**config.mk**
```make
export PLATFORM = sky130hd
export DESIGN_NAME = enemy_spawner_flat
export DESIGN_NICKNAME = d
export VERILOG_FILES = /design/src/rtl/enemy_spawner_if.sv /design/src/rtl/enemy_spawner.sv /design/src/flat_wrapper.sv
export SDC_FILE = /design/constraint.sdc
export NUM_CORES = 1
export LEC_CHECK = 0
export ABC_AREA = 1
export BUFFER_PORTS_ARGS = -buffer_cell sky130_fd_sc_hd__buf_2
export CORE_MARGIN = 3
export CORE_UTILIZATION = 60
export CTS_BUF_LIST = sky130_fd_sc_hd__clkbuf_4 sky130_fd_sc_hd__clkbuf_8
export CTS_CLUSTER_SIZE = 12
export DETAILED_ROUTE_END_ITERATION = 8
export PLACE_DENSITY = 0.82
export SLEW_MARGIN = 20
export SYNTH_ARGS = -nofsm -noshare
export SYNTH_HDL_FRONTEND = slang
export SYNTH_SLANG_ARGS = --single-unit
```
**constraint.sdc**
```tcl
create_clock -name i_clk -period 6.1 [get_ports i_clk]
set_clock_uncertainty 0.2 [all_clocks]
set_input_delay 0.61 -clock i_clk [delete_from_list [all_inputs] [get_ports i_clk]]
set_output_delay 0.61 -clock i_clk [all_outputs]
set_load 0.05 [all_outputs]
```
**src/rtl/enemy_spawner_if.sv**
```systemverilog
// Spawn request channel between the enemy spawner (master) and the enemy array (slave).
// Valid/ready handshake carrying the target slot index and the spawn pixel coordinates.
interface enemy_spawner_if #(
  parameter int NUM_SLOTS = 8
);
  localparam int SLOT_W = (NUM_SLOTS > 1) ? $clog2(NUM_SLOTS) : 1;

  logic              spawn_valid;
  logic              spawn_ready;
  logic [SLOT_W-1:0] spawn_slot;
  logic [8:0]        spawn_x;
  logic [8:0]        spawn_y;

  modport master (
    output spawn_valid,
    output spawn_slot,
    output spawn_x,
    output spawn_y,
    input  spawn_ready
  );

  modport slave (
    input  spawn_valid,
    input  spawn_slot,
    input  spawn_x,
    input  spawn_y,
    output spawn_ready
  );
endinterface

```
**src/rtl/enemy_spawner.sv**
```systemverilog
// Enemy spawner: counts frame ticks per respawn interval, then requests a spawn into the
// lowest free enemy slot at a pseudo-random screen-edge point over a valid/ready channel.
module enemy_spawner #(
  parameter int         NUM_SLOTS = 8,
  parameter logic [7:0] LFSR_SEED = 8'hA5
) (
  input  logic                 i_clk,
  input  logic                 i_rst_n,
  input  logic                 i_frame_tick,
  input  logic                 i_game_active,
  input  logic [9:0]           i_unit_time,
  input  logic [NUM_SLOTS-1:0] i_slot_alive,
  output logic [9:0]           o_spawn_count,
  enemy_spawner_if.master      spawn_bus
);
  localparam int SLOT_W = (NUM_SLOTS > 1) ? $clog2(NUM_SLOTS) : 1;

  typedef enum logic [1:0] {
    IDLE,
    COUNT,
    SEEK,
    ISSUE
  } state_t;

  state_t            r_state;
  logic [9:0]        r_counter;
  logic [9:0]        r_unit;
  logic [9:0]        r_spawn_count;
  logic [7:0]        r_lfsr;
  logic              r_valid;
  logic [SLOT_W-1:0] r_slot;
  logic [8:0]        r_x;
  logic [8:0]        r_y;
  logic [SLOT_W-1:0] r_pend_slot;
  logic [8:0]        r_pend_x;
  logic [8:0]        r_pend_y;

  logic              w_any_free;
  logic [SLOT_W-1:0] w_free_idx;
  logic [9:0]        w_unit_eff;
  logic [9:0]        w_count_next;
  logic [9:0]        w_count_sat;
  logic [8:0]        w_pt_x;
  logic [8:0]        w_pt_y;
  logic              w_handshake;
  logic              w_lfsr_fb;

  assign w_lfsr_fb    = r_lfsr[7] ^ r_lfsr[5] ^ r_lfsr[4] ^ r_lfsr[3];
  assign w_unit_eff   = (i_unit_time == 10'd0) ? 10'd1 : i_unit_time;
  assign w_count_next = r_counter + 10'd1;
  assign w_count_sat  = (r_spawn_count == 10'h3FF) ? r_spawn_count : r_spawn_count + 10'd1;
  assign w_handshake  = r_valid & spawn_bus.spawn_ready;

  // Free-running LFSR; it keeps stepping in every state so spawn points depend on timing.
  always_ff @(posedge i_clk or negedge i_rst_n) begin
    if (!i_rst_n) begin
      r_lfsr <= LFSR_SEED;
    end else begin
      r_lfsr <= {r_lfsr[6:0], w_lfsr_fb};
    end
  end

  always_comb begin
    w_any_free = 1'b0;
    w_free_idx = '0;
    for (int i = NUM_SLOTS - 1; i >= 0; i--) begin
      if (!i_slot_alive[i]) begin
        w_any_free = 1'b1;
        w_free_idx = SLOT_W'(i);
      end
    end
  end

  always_comb begin
    w_pt_x = 9'd8;
    w_pt_y = 9'd120;
    case (r_lfsr[1:0])
      2'd0: begin w_pt_x = 9'd8;   w_pt_y = 9'd120; end
      2'd1: begin w_pt_x = 9'd311; w_pt_y = 9'd120; end
      2'd2: begin w_pt_x = 9'd160; w_pt_y = 9'd8;   end
      default: begin w_pt_x = 9'd160; w_pt_y = 9'd231; end
    endcase
  end

  assign spawn_bus.spawn_valid = r_valid;
  assign spawn_bus.spawn_slot  = r_slot;
  assign spawn_bus.spawn_x     = r_x;
  assign spawn_bus.spawn_y     = r_y;
  assign o_spawn_count         = r_spawn_count;

  // SEEK captures the payload privately; ISSUE publishes it together with valid one edge later,
  // so the bus payload is zero whenever valid is low.
  always_ff @(posedge i_clk or negedge i_rst_n) begin
    if (!i_rst_n) begin
      r_state       <= IDLE;
      r_counter     <= 10'd0;
      r_unit        <= 10'd1;
      r_spawn_count <= 10'd0;
      r_valid       <= 1'b0;
      r_slot        <= '0;
      r_x           <= 9'd0;
      r_y           <= 9'd0;
      r_pend_slot   <= '0;
      r_pend_x      <= 9'd0;
      r_pend_y      <= 9'd0;
    end else if (!i_game_active) begin
      if (w_handshake) begin
        r_spawn_count <= w_count_sat;
      end
      r_state   <= IDLE;
      r_counter <= 10'd0;
      r_valid   <= 1'b0;
      r_slot    <= '0;
      r_x       <= 9'd0;
      r_y       <= 9'd0;
    end else begin
      case (r_state)
        IDLE: begin
          r_state   <= COUNT;
          r_counter <= 10'd0;
          r_unit    <= w_unit_eff;
        end
        COUNT: begin
          if (i_frame_tick) begin
            r_counter <= w_count_next;
            if (w_count_next >= r_unit) begin
              r_state <= SEEK;
            end
          end
        end
        SEEK: begin
          if (w_any_free) begin
            r_pend_slot <= w_free_idx;
            r_pend_x    <= w_pt_x;
            r_pend_y    <= w_pt_y;
            r_state     <= ISSUE;
          end
        end
        ISSUE: begin
          if (!r_valid) begin
            r_valid <= 1'b1;
            r_slot  <= r_pend_slot;
            r_x     <= r_pend_x;
            r_y     <= r_pend_y;
          end else if (spawn_bus.spawn_ready) begin
            r_spawn_count <= w_count_sat;
            r_valid       <= 1'b0;
            r_slot        <= '0;
            r_x           <= 9'd0;
            r_y           <= 9'd0;
            r_state       <= COUNT;
            r_counter     <= 10'd0;
            r_unit        <= w_unit_eff;
          end
        end
        default: begin
          r_state <= IDLE;
        end
      endcase
    end
  end
endmodule

```
**src/flat_wrapper.sv**
```systemverilog
// flat-port wrapper written by rule: the top's interface ports become plain ports
module enemy_spawner_flat 
#(
  parameter int         NUM_SLOTS = 8,
  parameter logic [7:0] LFSR_SEED = 8'hA5
)
  (i_clk, i_rst_n, i_frame_tick, i_game_active, i_unit_time, i_slot_alive, o_spawn_count, spawn_bus_spawn_valid, spawn_bus_spawn_slot, spawn_bus_spawn_x, spawn_bus_spawn_y, spawn_bus_spawn_ready);
  enemy_spawner_if #(.NUM_SLOTS(NUM_SLOTS)) spawn_bus_i ();
  input  logic i_clk;
  input  logic i_rst_n;
  input  logic i_frame_tick;
  input  logic i_game_active;
  input  logic [9:0] i_unit_time;
  input  logic [NUM_SLOTS-1:0] i_slot_alive;
  output logic [9:0] o_spawn_count;
  output wire logic [$bits(spawn_bus_i.spawn_valid)-1:0] spawn_bus_spawn_valid;
  output wire logic [$bits(spawn_bus_i.spawn_slot)-1:0] spawn_bus_spawn_slot;
  output wire logic [$bits(spawn_bus_i.spawn_x)-1:0] spawn_bus_spawn_x;
  output wire logic [$bits(spawn_bus_i.spawn_y)-1:0] spawn_bus_spawn_y;
  input wire logic [$bits(spawn_bus_i.spawn_ready)-1:0] spawn_bus_spawn_ready;
  assign spawn_bus_spawn_valid = spawn_bus_i.spawn_valid;
  assign spawn_bus_spawn_slot = spawn_bus_i.spawn_slot;
  assign spawn_bus_spawn_x = spawn_bus_i.spawn_x;
  assign spawn_bus_spawn_y = spawn_bus_i.spawn_y;
  assign spawn_bus_i.spawn_ready = spawn_bus_spawn_ready;
  enemy_spawner #(.NUM_SLOTS(NUM_SLOTS), .LFSR_SEED(LFSR_SEED)) u_core (.i_clk(i_clk), .i_rst_n(i_rst_n), .i_frame_tick(i_frame_tick), .i_game_active(i_game_active), .i_unit_time(i_unit_time), .i_slot_alive(i_slot_alive), .o_spawn_count(o_spawn_count), .spawn_bus(spawn_bus_i));
endmodule
```
==> flow_metrics.tcl, run 1 <==
set metrics [dict create \
    num_antenna_cells 0 \
    r2r_start "u_core.r_counter[0]" \
    portBuffers 52 \
    endpoint_kind "register" \
    ff2ff_path_depth 14 \
    grt_overflow 0 \
    clkLatencyLatePin_ns 0.34 \
    crit_type "register to register" \
    gp_congestion 0.894 \
    num_io_pins 55 \
    yosysSeqAreaShare_pct 48.2 \
    dpl.hpwl_um 4620 \
    slew-limit-headroom_pct 48.7 \
    drt_wl_total_um 6300 \
    final_cell_mix "nand2_1, inv_1, dfrtp_1" \
    reg2reg_setup_slack_ns 3.60 \
    clockRootBuffer "clkbuf_8" \
    grt_setup_unrepaired "no" \
    core_area_um2 5200 \
    drive_above_1_share_pct 18.8 \
    required_ns 6.12 \
    grt_max_degree 64 \
    power_density_nw_per_um2 386 \
    r2r_end "u_core.r_state[1]" \
    critPathArrivalTime_ns 2.52 \
    post_cts_resized 0 \
    syn_area_um2 3290 \
    tns_ns 0 \
    area_growth_pct 14.0 \
    row_count 26 \
    fin_nets 491 \
    numCtsBuffers 9 \
    fp.dieH_um 80 \
    postSynthAreaPerCell_um2 8.17 \
    synth-seq-cells 63 \
    ys_warn_count 0 \
    ant_nets 0 \
    grtUsageTotal_pct 21.7 \
    finalHoldViolCount 0 \
    crit_path_start_kind "register" \
    min_path_type "register to register" \
    fmax_mhz 400 \
    period_minus_slack_ns 2.50 \
    final_common_cell "nand2_1" \
    die_w_um 80 \
    vias 2638 \
    drv_slew 0 \
    peakVddDrop_mv 0.221 \
    post_cts_buffers 0 \
    cts_hold_buf 0 \
    setup_viol_count_final 0 \
    worst_pin_slew_ns 0.770 \
    dr.pass1.iters 4 \
    cap_violations 0 \
    dieArea_um2 6400 \
    cts_tree "built" \
    grt_pass1_wl_um 10800 \
    fin_crit_sh_pct 41.0 \
    initial_core_util_pct 63.1 \
    antenna_found_initial 0 \
    p_leak_nw 2.06 \
    status "completed" \
    routedWlPerCell_um 11.9 \
    cp_max_fo 5 \
    drc 0 \
    synthDistinctLibCells 34 \
    routed_via_density 5.01 \
    power_w 0.00145 \
    worstHoldEndpoint "u_core.r_lfsr[7]" \
    clkTransAtPathRegs_ns 0.07 \
    hold_path_startpoint "u_core.r_lfsr[6]" \
    clockBufferDepth 2 \
    first_iter_violations 119 \
    grt_pass1_vias 2510 \
    hold_depth 0 \
    numClockSinks 63 \
    h-tree-depth 3 \
    syn_inst 402 \
]
[how the worst max path moves through the flow]
stage / startpoint / slack, ns / endpoint
final: u_core.r_counter[0] / 3.60 / u_core.r_state[1]
after CTS: u_core.r_counter[0] / 3.63 / u_core.r_state[1]
after global placement: u_core.r_counter[0] / 3.86 / u_core.r_state[0]
after floorplan: u_core.r_counter[0] / 3.94 / u_core.r_state[0]
after detailed placement: u_core.r_counter[0] / 3.71 / u_core.r_state[1]
after global routing: u_core.r_counter[0] / 3.37 / u_core.r_state[1]
[report_power, final]
part | switching (W) | total, W | internal (W)
Sequential | 0.0000654 | 0.000584 | 0.000519
Combinational | 0.000344 | 0.000482 | 0.000138
Clock | 0.000161 | 0.000380 | 0.000220
[worst max-delay path: stages, from the launching register on]
cell and delay, ns:
dfrtp_1 0.40, ha_1 0.18, nand2_1 0.09, nor2_1 0.18, nand3_1 0.15, o21ai_0 0.18
nand2_1 0.10, ha_1 0.28, nand2_1 0.06, nor2_1 0.16, nand3_1 0.09, nand3_1 0.12
nand2_1 0.09, nand2_1 0.07, nand2_1 0.05
[Yosys cell counts]
cell type  instances  area share (%)
nand2_1          107              12
inv_1             67             7.7
dfrtp_1           58              44
nor2_1            32             3.7
o21ai_0           27             4.1
nand3_1           22             3.4
ha_1              16             6.1
buf_4             11             2.5
xor2_1             8             2.1
o21ai_1            6            0.91
xnor2_1            6             1.6
dfstp_2            5             4.0
nand4_1            5            0.95
a21oi_1            3            0.46
nand2_2            3            0.57
o22ai_1            3            0.57
buf_2              2            0.30
inv_2              2            0.23
nand3_2            2            0.61
nor3_2             2            0.61
o21a_1             2            0.46
a21boi_0           1            0.23
a21oi_2            1            0.27
a31oi_1            1            0.19
and2_1             1            0.19
buf_6              1            0.34
clkbuf_2           1            0.15
conb_1             1            0.11
nand3b_1           1            0.23
nor2_2             1            0.19
nor3_1             1            0.15
o21ai_2            1            0.27
o22a_1             1            0.27
o31ai_1            1            0.23
[layout make-up]
| type | instances | area (um2) |
|---|---|---|
| flip-flops and latches | 63 | 1580 |
| fillers | 410 | 1460 |
| multi-input cells | 256 | 1340 |
| repair buffers | 53 | 268 |
| inverters | 69 | 259 |
| clock buffers | 13 | 166 |
| well taps | 70 | 87.6 |
| clock inverters | 3 | 42.5 |
[flip-flops by register name, indices dropped and copies added, names as in the netlist]
register / count
u_core.o_spawn_count: 10
u_core.r_counter: 10
u_core.r_unit: 10
u_core.r_lfsr: 8
u_core.r_pend_x: 4
u_core.r_pend_y: 4
u_core.spawn_bus.spawn_x: 4
u_core.spawn_bus.spawn_y: 4
u_core.r_pend_slot: 3
u_core.spawn_bus.spawn_slot: 3
u_core.r_state: 2
u_core.spawn_bus.spawn_valid: 1
[metrics by stage]
step / instance area [um2] / setup WS, ns / util [%] / hold slack, ns / cells
finish: 3740 / 3.60 / 71.9 / 0.183 / 527
global route: 3740 / 3.37 / 71.9 / 0.180 / 527
CTS: 3740 / 3.63 / 71.9 / 0.184 / 527
detailed placement: 3540 / 3.71 / 67.9 / 0.167 / 511
global placement: 3540 / 3.86 / 67.9 / 0.145 / 511
floorplan: 3290 / 3.94 / - / 0.114 / 403
[kinds of logic after synthesis]
group                      Yosys count  synth area share [%]
AOI/OAI and AO/OA                   47                  7.96
and+or+nand+nor                    177                  22.7
xor gates and xnor gates            14                  3.73
DFF                                 63                  48.2
other                                1                 0.114
buffers and inverters               84                  11.2
adders and majority gates           16                  6.09
[per-layer routing]
metal / global-route usage (%) / up-vias / share of wire (%)
met2: 36.6 / 71 / 48
met1: 26.4 / 1204 / 44
li1: - / 1346 / -
met4: 9.46 / 0 / 2.3
met5: 0 / - / 0
met3: 5.08 / 17 / 5.1
Note: power is estimated with default switching activity, not from simulation.
==> run 2: changes to the inputs <==
- CORE_UTILIZATION: 60 -> 58
- PLACE_DENSITY: 0.82 -> 0.8
- clock period: 6.1 -> 2.33 ns (I/O delays scaled with it)
==> run 2 against run 1 <==
  * Flip-flop and latch count stayed put
  * Critical endpoint unchanged
  * Power grew to 2.6 times the previous value
  * Largest cell class unchanged
  * Global-route usage is 0.36 points higher
  * Utilization is 4.2 points higher
  * Hold slack worse by 0.15 ns
  * Final cell count is 4.7% higher
  * Highest routed layer unchanged
  * Design area is 7.8% higher
==> flow_metrics.tcl, run 2 (synthesis results as in run 1) <==
set metrics [dict create \
    power_density_nw_per_um2 936 \
    grt_overflow 0 \
    final_common_cell "nand2_1" \
    fin_nets 516 \
    clockRootBuffer "clkbuf_8" \
    routedWlPerCell_um 12.6 \
    fmax_mhz 441 \
    drt_wl_total_um 6930 \
    ant_nets 0 \
    min_path_type "input pin to register" \
    cts_tree "built" \
    grt_pass1_wl_um 11000 \
    initial_core_util_pct 62.0 \
    portBuffers 52 \
    tns_ns 0 \
    clkTransAtPathRegs_ns 0.07 \
    final_cell_mix "nand2_1, inv_1, dfrtp_1" \
    layout_setup_ws_ns 0.0604 \
    drc 0 \
    worst_pin_slew_ns 0.643 \
    p_int_w 0.00225 \
    critPathArrivalTime_ns 2.30 \
    crit_path_start_kind "register" \
    num_antenna_cells 0 \
    row_count 26 \
    first_iter_violations 124 \
    drive_above_1_share_pct 23.9 \
    p_switching_w 0.00153 \
    grt_max_degree 29 \
    dpl.hpwl_um 4730 \
    peakVddDrop_mv 0.587 \
    pwr-share-clk_pct 23.3 \
    cap_violations 0 \
    routed_via_density 5.11 \
    num_io_pins 55 \
    fin_crit_sh_pct 97.4 \
    dr.pass1.iters 5 \
    die_w_um 81.3 \
    required_ns 2.36 \
    dp_slack_ns -0.00245 \
    cp_max_fo 3 \
    power_frac_seq_pct 40.5 \
    clkLatencyLatePin_ns 0.34 \
    area_growth_pct 22.9 \
    status "completed" \
    antenna_found_initial 0 \
    worst_hold_slack_ns 0.0365 \
    numClockSinks 63 \
    crit_type "register to register" \
    core_area_um2 5300 \
    p_sw_share_pct 40.6 \
    nFillCells 361 \
    setup_viol_count_final 0 \
    finalHoldViolCount 0 \
    endpoint_kind "register" \
    regArea_um2 1580 \
    grtUsageTotal_pct 22.0 \
    numCtsBuffers 9 \
    period_minus_slack_ns 2.27 \
    vias 2818 \
    grt_pass1_vias 2560 \
    p_leak_nw 2.21 \
    dieArea_um2 6600 \
    slew-limit-headroom_pct 57.1 \
    p_comb_share_pct 36.2 \
    multiInputGateArea_um2 1420 \
    h-tree-depth 3 \
    drv_slew 0 \
    gp_congestion 0.926 \
    fin_util_pct 76.1 \
    fp.dieH_um 81.3 \
    power_w 0.00378 \
    clockBufferDepth 2 \
]
-- run 2: cell types whose count changed in the layout (fill, tap and decap cells not counted), moves of 2 or more --
cell           before  now
nor2_1             32   29
nand3_1            22   19
nand2_1           107  101
nor2_2              1    3
dlygate4sd3_1       0   13
ha_1               16   14
buf_4               1   11
clkinv_4            0    2
nand2_2             3    8
nand3_2             2    5
-- run 2: worst max-delay path, cell delays in order, from the launching register on --
cell	delay, ns
dfrtp_1	0.38
buf_4	0.13
nand3_2	0.10
nor2_2	0.14
xor2_1	0.25
inv_1	0.14
ha_4	0.29
nand2_1	0.07
inv_1	0.06
nand2_1	0.05
nand2_1	0.05
nand2_1	0.05
nand3_2	0.09
nand2_2	0.06
nand2_1	0.05
nand2_1	0.05
-- run 2: worst paths after layout --
path | start | end | slack, ns | cells past startpoint
max in group asynchronous | i_rst_n | u_core.r_state[0] | 1.04 | 3
worst min-delay path | i_slot_alive[0] | u_core.r_pend_slot[0] | 0.04 | 5
worst min register to register | u_core.r_lfsr[6] | u_core.r_lfsr[7] | 0.16 | 0
min in group asynchronous | i_rst_n | u_core.r_pend_y[4] | 0.25 | 2
worst max register to register | u_core.r_counter[1] | u_core.r_state[1] | 0.06 | 15
worst max-delay path | u_core.r_counter[1] | u_core.r_state[1] | 0.06 | 15
-- run 2: area by class of cell --
cell class,instances,area share (%)
sequential,63,39.2
tap,70,2.17
multi-input combinational,256,35.0
inverter,69,6.41
clock inverter,4,0.744
timing repair buffer,78,12.5
clock buffer,12,3.94
-- run 2: routing by layer --
layer  part of all wire [%]  routed length (um)  GRT usage (%)
met1                     42                2920           26.5
met2                     50                3440           37.5
met3                    6.3                 435           5.99
met4                    1.9                 135           8.45
met5                      0                   0              0
-- run 2: power by group through the flow --
stage | logic (W) | clock network (W) | registers, W
floorplan | 0.000676 | 0 | 0.00182
global placement | 0.00125 | 0 | 0.00153
detailed placement | 0.00129 | 0 | 0.00155
CTS | 0.00132 | 0.000905 | 0.00153
global route | 0.00154 | 0.000960 | 0.00156
finish | 0.00137 | 0.000882 | 0.00153
-- run 2: stage by stage --
| stage | area [um2] | instances |
|---|---|---|
| after global routing | 4040 | 552 |
| final | 4040 | 552 |
| after floorplan | 3290 | 403 |
| after global placement | 3580 | 515 |
| after CTS | 3900 | 544 |
| after detailed placement | 3580 | 515 |
-- run 2: repair_timing --
action / CTS / global route
hold buffers: 13 / 0
resized for setup: 1 / 21
gates cloned: 0 / 0
hold endpoints to repair: 37 / 0
setup buffers: 0 / 8
endpoints found under the setup margin: 2 / 2
pin swaps: 0 / 9
